--- src/rtl/m2_block_scheduler_if.sv ---
// Handshake bundle between the milestone-2 scheduler and its block units.
// master = scheduler side, slave = block-unit / top-level side.
interface m2_block_scheduler_if;
  logic        M2_start;
  logic        M2_done;
  logic        M2_busy;
  logic        FS_start;
  logic        CT_start;
  logic        CS_start;
  logic        WS_start;
  logic        FS_done;
  logic        CT_done;
  logic        CS_done;
  logic        WS_done;
  logic [17:0] FS_base_address;
  logic [17:0] WS_base_address;

  modport master (
    input  M2_start,
    input  FS_done,
    input  CT_done,
    input  CS_done,
    input  WS_done,
    output M2_done,
    output M2_busy,
    output FS_start,
    output CT_start,
    output CS_start,
    output WS_start,
    output FS_base_address,
    output WS_base_address
  );

  modport slave (
    output M2_start,
    output FS_done,
    output CT_done,
    output CS_done,
    output WS_done,
    input  M2_done,
    input  M2_busy,
    input  FS_start,
    input  CT_start,
    input  CS_start,
    input  WS_start,
    input  FS_base_address,
    input  WS_base_address
  );
endinterface

--- src/rtl/m2_block_scheduler.sv ---
// IDCT milestone-2 sequencer: walks Y/U/V 8x8 blocks and
// overlaps FS(n+1) with CS(n) and WS(n) with CT(n+1).
module m2_block_scheduler #(
  parameter int Y_COL_BLOCKS = 40,
  parameter int ROW_BLOCKS   = 30,
  parameter int PRE_Y_BASE   = 76800,
  parameter int PRE_U_BASE   = 153600,
  parameter int PRE_V_BASE   = 192000,
  parameter int POST_Y_BASE  = 0,
  parameter int POST_U_BASE  = 38400,
  parameter int POST_V_BASE  = 57600
) (
  input logic                  CLOCK_50_I,
  input logic                  Reset,
  m2_block_scheduler_if.master sched
);

  typedef enum logic [2:0] {
    S_IDLE,
    S_LEAD_FS,
    S_LEAD_CT,
    S_PAIR_A,
    S_PAIR_B,
    S_LEAD_CS,
    S_LEAD_WS
  } state_t;

  typedef struct packed {
    logic [1:0] seg;
    logic [4:0] row;
    logic [5:0] col;
  } blk_t;

  localparam logic [5:0] Y_C_END  = 6'(Y_COL_BLOCKS - 1);
  localparam logic [5:0] UV_C_END = 6'(Y_COL_BLOCKS / 2 - 1);
  localparam logic [4:0] R_END    = 5'(ROW_BLOCKS - 1);

  localparam logic [17:0] PRE_Y  = 18'(PRE_Y_BASE);
  localparam logic [17:0] PRE_U  = 18'(PRE_U_BASE);
  localparam logic [17:0] PRE_V  = 18'(PRE_V_BASE);
  localparam logic [17:0] POST_Y = 18'(POST_Y_BASE);
  localparam logic [17:0] POST_U = 18'(POST_U_BASE);
  localparam logic [17:0] POST_V = 18'(POST_V_BASE);

  // One block row is 8 pixel rows of PW pixels (pre) or PW/2 words (post).
  localparam logic [17:0] FS_ROW_Y  = 18'(64 * Y_COL_BLOCKS);
  localparam logic [17:0] FS_ROW_UV = 18'(32 * Y_COL_BLOCKS);
  localparam logic [17:0] WS_ROW_Y  = 18'(32 * Y_COL_BLOCKS);
  localparam logic [17:0] WS_ROW_UV = 18'(16 * Y_COL_BLOCKS);

  function automatic blk_t blk_next(input blk_t b);
    blk_t       n;
    logic [5:0] c_end;
    n     = b;
    c_end = (b.seg == 2'd0) ? Y_C_END : UV_C_END;
    if (b.col == c_end) begin
      n.col = '0;
      if (b.row == R_END) begin
        n.row = '0;
        n.seg = b.seg + 2'd1;
      end else begin
        n.row = b.row + 5'd1;
      end
    end else begin
      n.col = b.col + 6'd1;
    end
    return n;
  endfunction

  state_t state;
  state_t state_n;
  logic   first;
  logic   done_q;

  logic run_fs, run_ct, run_cs, run_ws;
  logic fs_got, ct_got, cs_got, ws_got;
  logic acc_fs, acc_ct, acc_cs, acc_ws;
  logic exit_ok;

  blk_t f_blk;
  blk_t w_blk;
  logic fetch_exh;
  logic f_last;
  logic w_last;

  always_comb begin
    run_fs = 1'b0;
    run_ct = 1'b0;
    run_cs = 1'b0;
    run_ws = 1'b0;
    unique case (state)
      S_LEAD_FS: run_fs = 1'b1;
      S_LEAD_CT: run_ct = 1'b1;
      S_PAIR_A: begin
        run_cs = 1'b1;
        run_fs = 1'b1;
      end
      S_PAIR_B: begin
        run_ct = 1'b1;
        run_ws = 1'b1;
      end
      S_LEAD_CS: run_cs = 1'b1;
      S_LEAD_WS: run_ws = 1'b1;
      default: ;
    endcase
  end

  // Dones in the start cycle or for idle units are dropped.
  assign acc_fs = run_fs & sched.FS_done & ~first & ~fs_got;
  assign acc_ct = run_ct & sched.CT_done & ~first & ~ct_got;
  assign acc_cs = run_cs & sched.CS_done & ~first & ~cs_got;
  assign acc_ws = run_ws & sched.WS_done & ~first & ~ws_got;

  assign exit_ok = (state != S_IDLE) & ~first
                 & (~run_fs | fs_got | acc_fs)
                 & (~run_ct | ct_got | acc_ct)
                 & (~run_cs | cs_got | acc_cs)
                 & (~run_ws | ws_got | acc_ws);

  always_ff @(posedge CLOCK_50_I or posedge Reset) begin
    if (Reset) begin
      state  <= S_IDLE;
      first  <= 1'b0;
      done_q <= 1'b0;
    end else begin
      state  <= state_n;
      first  <= (state_n != state) && (state_n != S_IDLE);
      done_q <= (state == S_LEAD_WS) && exit_ok;
    end
  end

  always_comb begin
    state_n = state;
    unique case (state)
      S_IDLE:    if (sched.M2_start) state_n = S_LEAD_FS;
      S_LEAD_FS: if (exit_ok) state_n = S_LEAD_CT;
      S_LEAD_CT: if (exit_ok) state_n = S_PAIR_A;
      S_PAIR_A:  if (exit_ok) state_n = S_PAIR_B;
      S_PAIR_B:  if (exit_ok) state_n = fetch_exh ? S_LEAD_CS : S_PAIR_A;
      S_LEAD_CS: if (exit_ok) state_n = S_LEAD_WS;
      S_LEAD_WS: if (exit_ok) state_n = S_IDLE;
      default:   state_n = S_IDLE;
    endcase
  end

  always_comb begin
    sched.FS_start = first & run_fs;
    sched.CT_start = first & run_ct;
    sched.CS_start = first & run_cs;
    sched.WS_start = first & run_ws;
    sched.M2_busy  = (state != S_IDLE);
    sched.M2_done  = done_q;
  end

  always_ff @(posedge CLOCK_50_I or posedge Reset) begin
    if (Reset) begin
      fs_got <= 1'b0;
      ct_got <= 1'b0;
      cs_got <= 1'b0;
      ws_got <= 1'b0;
    end else if (exit_ok) begin
      fs_got <= 1'b0;
      ct_got <= 1'b0;
      cs_got <= 1'b0;
      ws_got <= 1'b0;
    end else begin
      fs_got <= fs_got | acc_fs;
      ct_got <= ct_got | acc_ct;
      cs_got <= cs_got | acc_cs;
      ws_got <= ws_got | acc_ws;
    end
  end

  assign f_last = (f_blk.seg == 2'd2) && (f_blk.row == R_END)
               && (f_blk.col == UV_C_END);
  assign w_last = (w_blk.seg == 2'd2) && (w_blk.row == R_END)
               && (w_blk.col == UV_C_END);

  // Both counters park on the final V block so addresses stay valid.
  always_ff @(posedge CLOCK_50_I or posedge Reset) begin
    if (Reset) begin
      f_blk     <= '0;
      w_blk     <= '0;
      fetch_exh <= 1'b0;
    end else if ((state == S_IDLE) && sched.M2_start) begin
      f_blk     <= '0;
      w_blk     <= '0;
      fetch_exh <= 1'b0;
    end else begin
      if (acc_fs && !fetch_exh) begin
        if (f_last) fetch_exh <= 1'b1;
        else        f_blk     <= blk_next(f_blk);
      end
      if (acc_ws && !w_last) w_blk <= blk_next(w_blk);
    end
  end

  logic [17:0] fs_base;
  logic [17:0] fs_step;
  logic [17:0] ws_base;
  logic [17:0] ws_step;

  always_comb begin
    fs_base = PRE_Y;
    fs_step = FS_ROW_Y;
    unique case (f_blk.seg)
      2'd1: begin
        fs_base = PRE_U;
        fs_step = FS_ROW_UV;
      end
      2'd2: begin
        fs_base = PRE_V;
        fs_step = FS_ROW_UV;
      end
      default: ;
    endcase
    ws_base = POST_Y;
    ws_step = WS_ROW_Y;
    unique case (w_blk.seg)
      2'd1: begin
        ws_base = POST_U;
        ws_step = WS_ROW_UV;
      end
      2'd2: begin
        ws_base = POST_V;
        ws_step = WS_ROW_UV;
      end
      default: ;
    endcase
    sched.FS_base_address = fs_base + 18'(f_blk.row) * fs_step
                          + 18'({f_blk.col, 3'b000});
    sched.WS_base_address = ws_base + 18'(w_blk.row) * ws_step
                          + 18'({w_blk.col, 2'b00});
  end

endmodule

--- src/flat_wrapper.sv ---
// flat-port wrapper written by rule: the top's interface ports become plain ports
module m2_block_scheduler_flat 
#(
  parameter int Y_COL_BLOCKS = 40,
  parameter int ROW_BLOCKS   = 30,
  parameter int PRE_Y_BASE   = 76800,
  parameter int PRE_U_BASE   = 153600,
  parameter int PRE_V_BASE   = 192000,
  parameter int POST_Y_BASE  = 0,
  parameter int POST_U_BASE  = 38400,
  parameter int POST_V_BASE  = 57600
)
  (CLOCK_50_I, Reset, sched_M2_start, sched_FS_done, sched_CT_done, sched_CS_done, sched_WS_done, sched_M2_done, sched_M2_busy, sched_FS_start, sched_CT_start, sched_CS_start, sched_WS_start, sched_FS_base_address, sched_WS_base_address);
  m2_block_scheduler_if sched_i ();
  input logic CLOCK_50_I;
  input logic Reset;
  input wire logic [$bits(sched_i.M2_start)-1:0] sched_M2_start;
  input wire logic [$bits(sched_i.FS_done)-1:0] sched_FS_done;
  input wire logic [$bits(sched_i.CT_done)-1:0] sched_CT_done;
  input wire logic [$bits(sched_i.CS_done)-1:0] sched_CS_done;
  input wire logic [$bits(sched_i.WS_done)-1:0] sched_WS_done;
  output wire logic [$bits(sched_i.M2_done)-1:0] sched_M2_done;
  output wire logic [$bits(sched_i.M2_busy)-1:0] sched_M2_busy;
  output wire logic [$bits(sched_i.FS_start)-1:0] sched_FS_start;
  output wire logic [$bits(sched_i.CT_start)-1:0] sched_CT_start;
  output wire logic [$bits(sched_i.CS_start)-1:0] sched_CS_start;
  output wire logic [$bits(sched_i.WS_start)-1:0] sched_WS_start;
  output wire logic [$bits(sched_i.FS_base_address)-1:0] sched_FS_base_address;
  output wire logic [$bits(sched_i.WS_base_address)-1:0] sched_WS_base_address;
  assign sched_i.M2_start = sched_M2_start;
  assign sched_i.FS_done = sched_FS_done;
  assign sched_i.CT_done = sched_CT_done;
  assign sched_i.CS_done = sched_CS_done;
  assign sched_i.WS_done = sched_WS_done;
  assign sched_M2_done = sched_i.M2_done;
  assign sched_M2_busy = sched_i.M2_busy;
  assign sched_FS_start = sched_i.FS_start;
  assign sched_CT_start = sched_i.CT_start;
  assign sched_CS_start = sched_i.CS_start;
  assign sched_WS_start = sched_i.WS_start;
  assign sched_FS_base_address = sched_i.FS_base_address;
  assign sched_WS_base_address = sched_i.WS_base_address;
  m2_block_scheduler #(.Y_COL_BLOCKS(Y_COL_BLOCKS), .ROW_BLOCKS(ROW_BLOCKS), .PRE_Y_BASE(PRE_Y_BASE), .PRE_U_BASE(PRE_U_BASE), .PRE_V_BASE(PRE_V_BASE), .POST_Y_BASE(POST_Y_BASE), .POST_U_BASE(POST_U_BASE), .POST_V_BASE(POST_V_BASE)) u_core (.CLOCK_50_I(CLOCK_50_I), .Reset(Reset), .sched(sched_i));
endmodule
--- config.mk ---
export PLATFORM = sky130hd
export DESIGN_NAME = m2_block_scheduler_flat
export DESIGN_NICKNAME = d
export VERILOG_FILES = /design/src/rtl/m2_block_scheduler_if.sv /design/src/rtl/m2_block_scheduler.sv /design/src/flat_wrapper.sv
export SDC_FILE = /design/constraint.sdc
export NUM_CORES = 1
export LEC_CHECK = 0
export ABC_AREA = 1
export BUFFER_PORTS_ARGS = -buffer_cell sky130_fd_sc_hd__buf_2
export CAP_MARGIN = 20
export CORE_ASPECT_RATIO = 0.6
export CORE_MARGIN = 2
export CORE_UTILIZATION = 55
export CTS_CLUSTER_SIZE = 16
export DETAILED_ROUTE_END_ITERATION = 10
export GPL_TIMING_DRIVEN = 1
export PLACE_DENSITY = 0.88
export REMOVE_ABC_BUFFERS = 1
export SYNTH_ARGS = -nofsm -noshare
export SYNTH_HDL_FRONTEND = slang
export SYNTH_SLANG_ARGS = --single-unit
--- constraint.sdc ---
create_clock -name CLOCK_50_I -period 4.91 [get_ports CLOCK_50_I]
set_input_delay 0.2455 -clock CLOCK_50_I [delete_from_list [all_inputs] [get_ports CLOCK_50_I]]
set_output_delay 0.2455 -clock CLOCK_50_I [all_outputs]
set_load 0.05 [all_outputs]
==> results by group <==
Global routing
  • Vias in the first global route: ~3400
  • Largest net degree at the start of global routing: 37
  • Remaining Overflow, GRT: 0
  • Initial antenna violation count: 0
  • Overall routing resource usage: 23.4%
  • First-pass GRT wire length: between 15000 and 20000 um

Logic synthesis
  • Post-synthesis compound-gate area fraction: roughly an eighth
  • Yosys warning total: 0
  • Combinational family with the most area after synthesis: adder cells
  • Post-synth EDFFs: 0
  • Post-synth top area share: between 20 and 25%
  • Post-Syn Area per Cell: 7.53 um^2
  • Unique masters post-synth: 43
  • Register bit total from synthesis: 36
  • Leading post-synthesis cells by cell area: dfrtp_1, ha_1, nand2_1, inv_1, fa_1
  • Post-synthesis async set-or-reset flop share: 100%
  • Post-synth top area cell: dfrtp_1
  • XOR/XNOR Fraction of Synth Area: under 10%
  • Synthesized-area fraction occupied by adder cells: 23.5%
  • Synth Area in Simple Gates: a little under a quarter
  • Post-synthesis sequential area ratio: around 23%
  • Mux cell area share after synthesis: 0%
  • Synthesized area: about 4000 um^2
  • Post-Syn Instances: between 500 and 600
  • Ys flop type: dfrtp_1

Critical path
  • Kind of critical path: reg2out
  • Crit Path Max Fanout: 12
  • Critical Path RT: ~4.7 ns
  • CP most frequent cell: nand2_1
  • Reg2Reg Setup Slack: around 2.7 ns
  • Worst r2r src: u_core.state[2]
  • Critical path cell sequence: inv_1 > ha_1 > buf_6 > nand2_1 > inv_1 > ha_1 > fa_1 > ha_4 > ha_4 > a21oi_1 > nand2_1 > xnor2_1 > inv_1 > ha_4 > nand2_1 > inv_1 > nand4_1 > o211ai_1 > nand2_1 > nand2_1 > nand2_1 > o211ai_1 > buf_4
  • Reg2reg end: u_core.w_blk[10]
  • Cell count of the worst reg-to-reg path: 9
  • Critical path's slowest cell: fa_1
  • Crit path DAT: 4.59 ns
  • CP max stage delay: just under 0.6 ns
  • Type of origin of the critical path: flip-flop
  • Worst setup EP type: output pin

Layout
  • Area of all placed cells without fillers: roughly 4500 um^2
  • Layout Nets: 651
  • Inserted Diodes: 0
  • Layout cells sized above 1: between 15 and 20%
  • Area Growth Syn to Fin: 13.5%

Clocking
  • Worst skew pair latency: between 0.2 and 0.3 ns
  • Clk pin slew, worst setup/hold paths: roughly 0.050 ns
  • # clock sinks: 36
  • CTS tree: yes
  • Clock Tree Root: clkbuf_16
  • H-tree levels: 2
  • Total CTS buffers: 5
  • Clock Path Buffers: 2

STA
  • Final setup vio count: 0
  • Achievable Freq: 207 MHz
  • Final max-slew violation count: 0
  • Slew headroom: between 60% and 70%
  • Final hold vios: 0
  • Setup ws final: roughly 0.073 ns
  • Period utilisation layout: 98.5%
  • Slew at the pin closest to its max-slew limit: 0.494 ns
  • Clock skew: between 0.005 and 0.006 ns
  • Minimum clock period: ~4.8 ns

Route
  • Remaining DRCs: 0
  • Routed wire length: slightly above 9000 um
  • Vias per cell: between 5 and 6
  • Drt first pass iters: 4
  • Antenna Nets Post-Route: 0
  • Vias: between 3000 and 4000
  • Wirelength per Cell: 13.9 um
  • DR iter-0 viols: approximately 290

Floorplan
  • Vert. Die Dim: 70.0 um
  • Core ar.: between 7000 and 8000 um^2
  • Initial Util: between 50 and 60%
  • # IOs: 49
  • Die W: between 100 and 150 um
  • Die area: between 7000 and 8000 um^2
  • Standard-cell row count: 24

Outcome
  • Status: finished clean

Placed design
  • Input/output buffers: between 40 and 50
  • Post-placement cell area: 4220 um^2
  • Pre-CTS setup slack: 0.135 ns
  • Dpl hpwl: ~7000 um
  • Final Wtd Congestion: 0.931

Job
  • Max-Cap Viols: 0

Worst hold path
  • Hold crit path type: in2async
-- state kept, by name, summed over array words and instances (netlist names) --
register              cells
u_core.f_blk             13
u_core.cs_got             1
u_core.fs_got             1
u_core.ws_got             1
u_core.fetch_exh          1
u_core.state              3
u_core.first              1
u_core.w_blk             13
u_core.sched.M2_done      1
u_core.ct_got             1
-- critical path, delay by kind of cell, from the launching register on --
family	cells	cell delay, ns
fa+ha+maj	6	2.01
buf+inv	6	0.69
flops	1	0.38
simple gates	7	0.63
compound gates	3	0.45
xor+xnor	1	0.16
-- logic make-up after synthesis --
| group | Yosys count |
|---|---|
| adder cells (fa/ha/maj) | 69 |
| AO/OA/AOI/OAI | 85 |
| other | 2 |
| buffers and inverters | 120 |
| XOR/XNOR | 24 |
| flip-flops | 36 |
| AND/OR/NAND/NOR | 195 |
-- metal layers --
metal / global-route usage, % / routed length, um / vias up / share of wire (%)
li1: - / - / 1777 / -
met1: 31.1 / 4240 / 1702 / 46
met2: 39.3 / 4540 / 97 / 49
met3: 4.77 / 417 / 12 / 4.5
met4: 5.28 / 72 / 0 / 0.78
met5: 0 / 0 / - / 0
-- cell usage after synthesis (all sizes together) (4+ instances only) --
cell type   n
nor3        6
ha         59
xor2       16
o31ai       4
nand2      97
o21ai      34
nor2       42
nand3      38
nand4       9
dfrtp      36
a21oi      33
inv        95
xnor2       8
clkbuf      6
fa         10
buf        19
-- worst max path at each step --
stage,startpoint,endpoint,cells past startpoint
after floorplan,u_core.f_blk[11],sched_FS_base_address[17],20
after global placement,u_core.w_blk[11],sched_WS_base_address[16],21
after detailed placement,u_core.f_blk[11],sched_FS_base_address[17],22
after CTS,u_core.w_blk[11],sched_WS_base_address[15],19
after global routing,u_core.f_blk[11],sched_FS_base_address[17],23
final,u_core.f_blk[11],sched_FS_base_address[17],23
-- stage by stage --
step / util [%] / std cells / hold WS, ns / TNS [ns]
after floorplan: - / 517 / 0.405 / 0
after global placement: 59.0 / 652 / 0.375 / 0
after detailed placement: 59.0 / 652 / 0.381 / 0
after CTS: 61.1 / 660 / 0.0894 / 0
after global routing: 63.4 / 667 / 0.116 / -0.201
final: 63.4 / 667 / 0.0758 / 0
-- what timing repair did --
action / 4_1_cts / 5_1_grt
buffers inserted: 0 / 7
endpoints found under the setup margin: 5 / 7
resized for setup: 6 / 22
hold buffers: 0 / 0
pin swaps: 0 / 4
-- cell usage in the layout, fill, tap and decap left out, drive strengths merged, types with 4 or more instances in the layout --
master  count
xor2       16
conb       13
nand3      38
nor2       42
nand4       9
dfrtp      36
clkbuf      9
o21ai      34
a21oi      33
nand2      97
inv        95
o31ai       4
fa         10
nor3        6
xnor2       8
buf        50
ha         59
-- area by class of cell --
type,count,area (um^2)
Timing Repair Buffer,51,292
Fill cell,577,2610
Multi-Input combinational cell,386,2720
Sequential cell,36,901
Tap cell,91,114
Inverter,95,362
Clock buffer,8,146
Power is not shown: default switching activity piles up to over one toggle a cycle in this logic, so the estimate is an artifact.
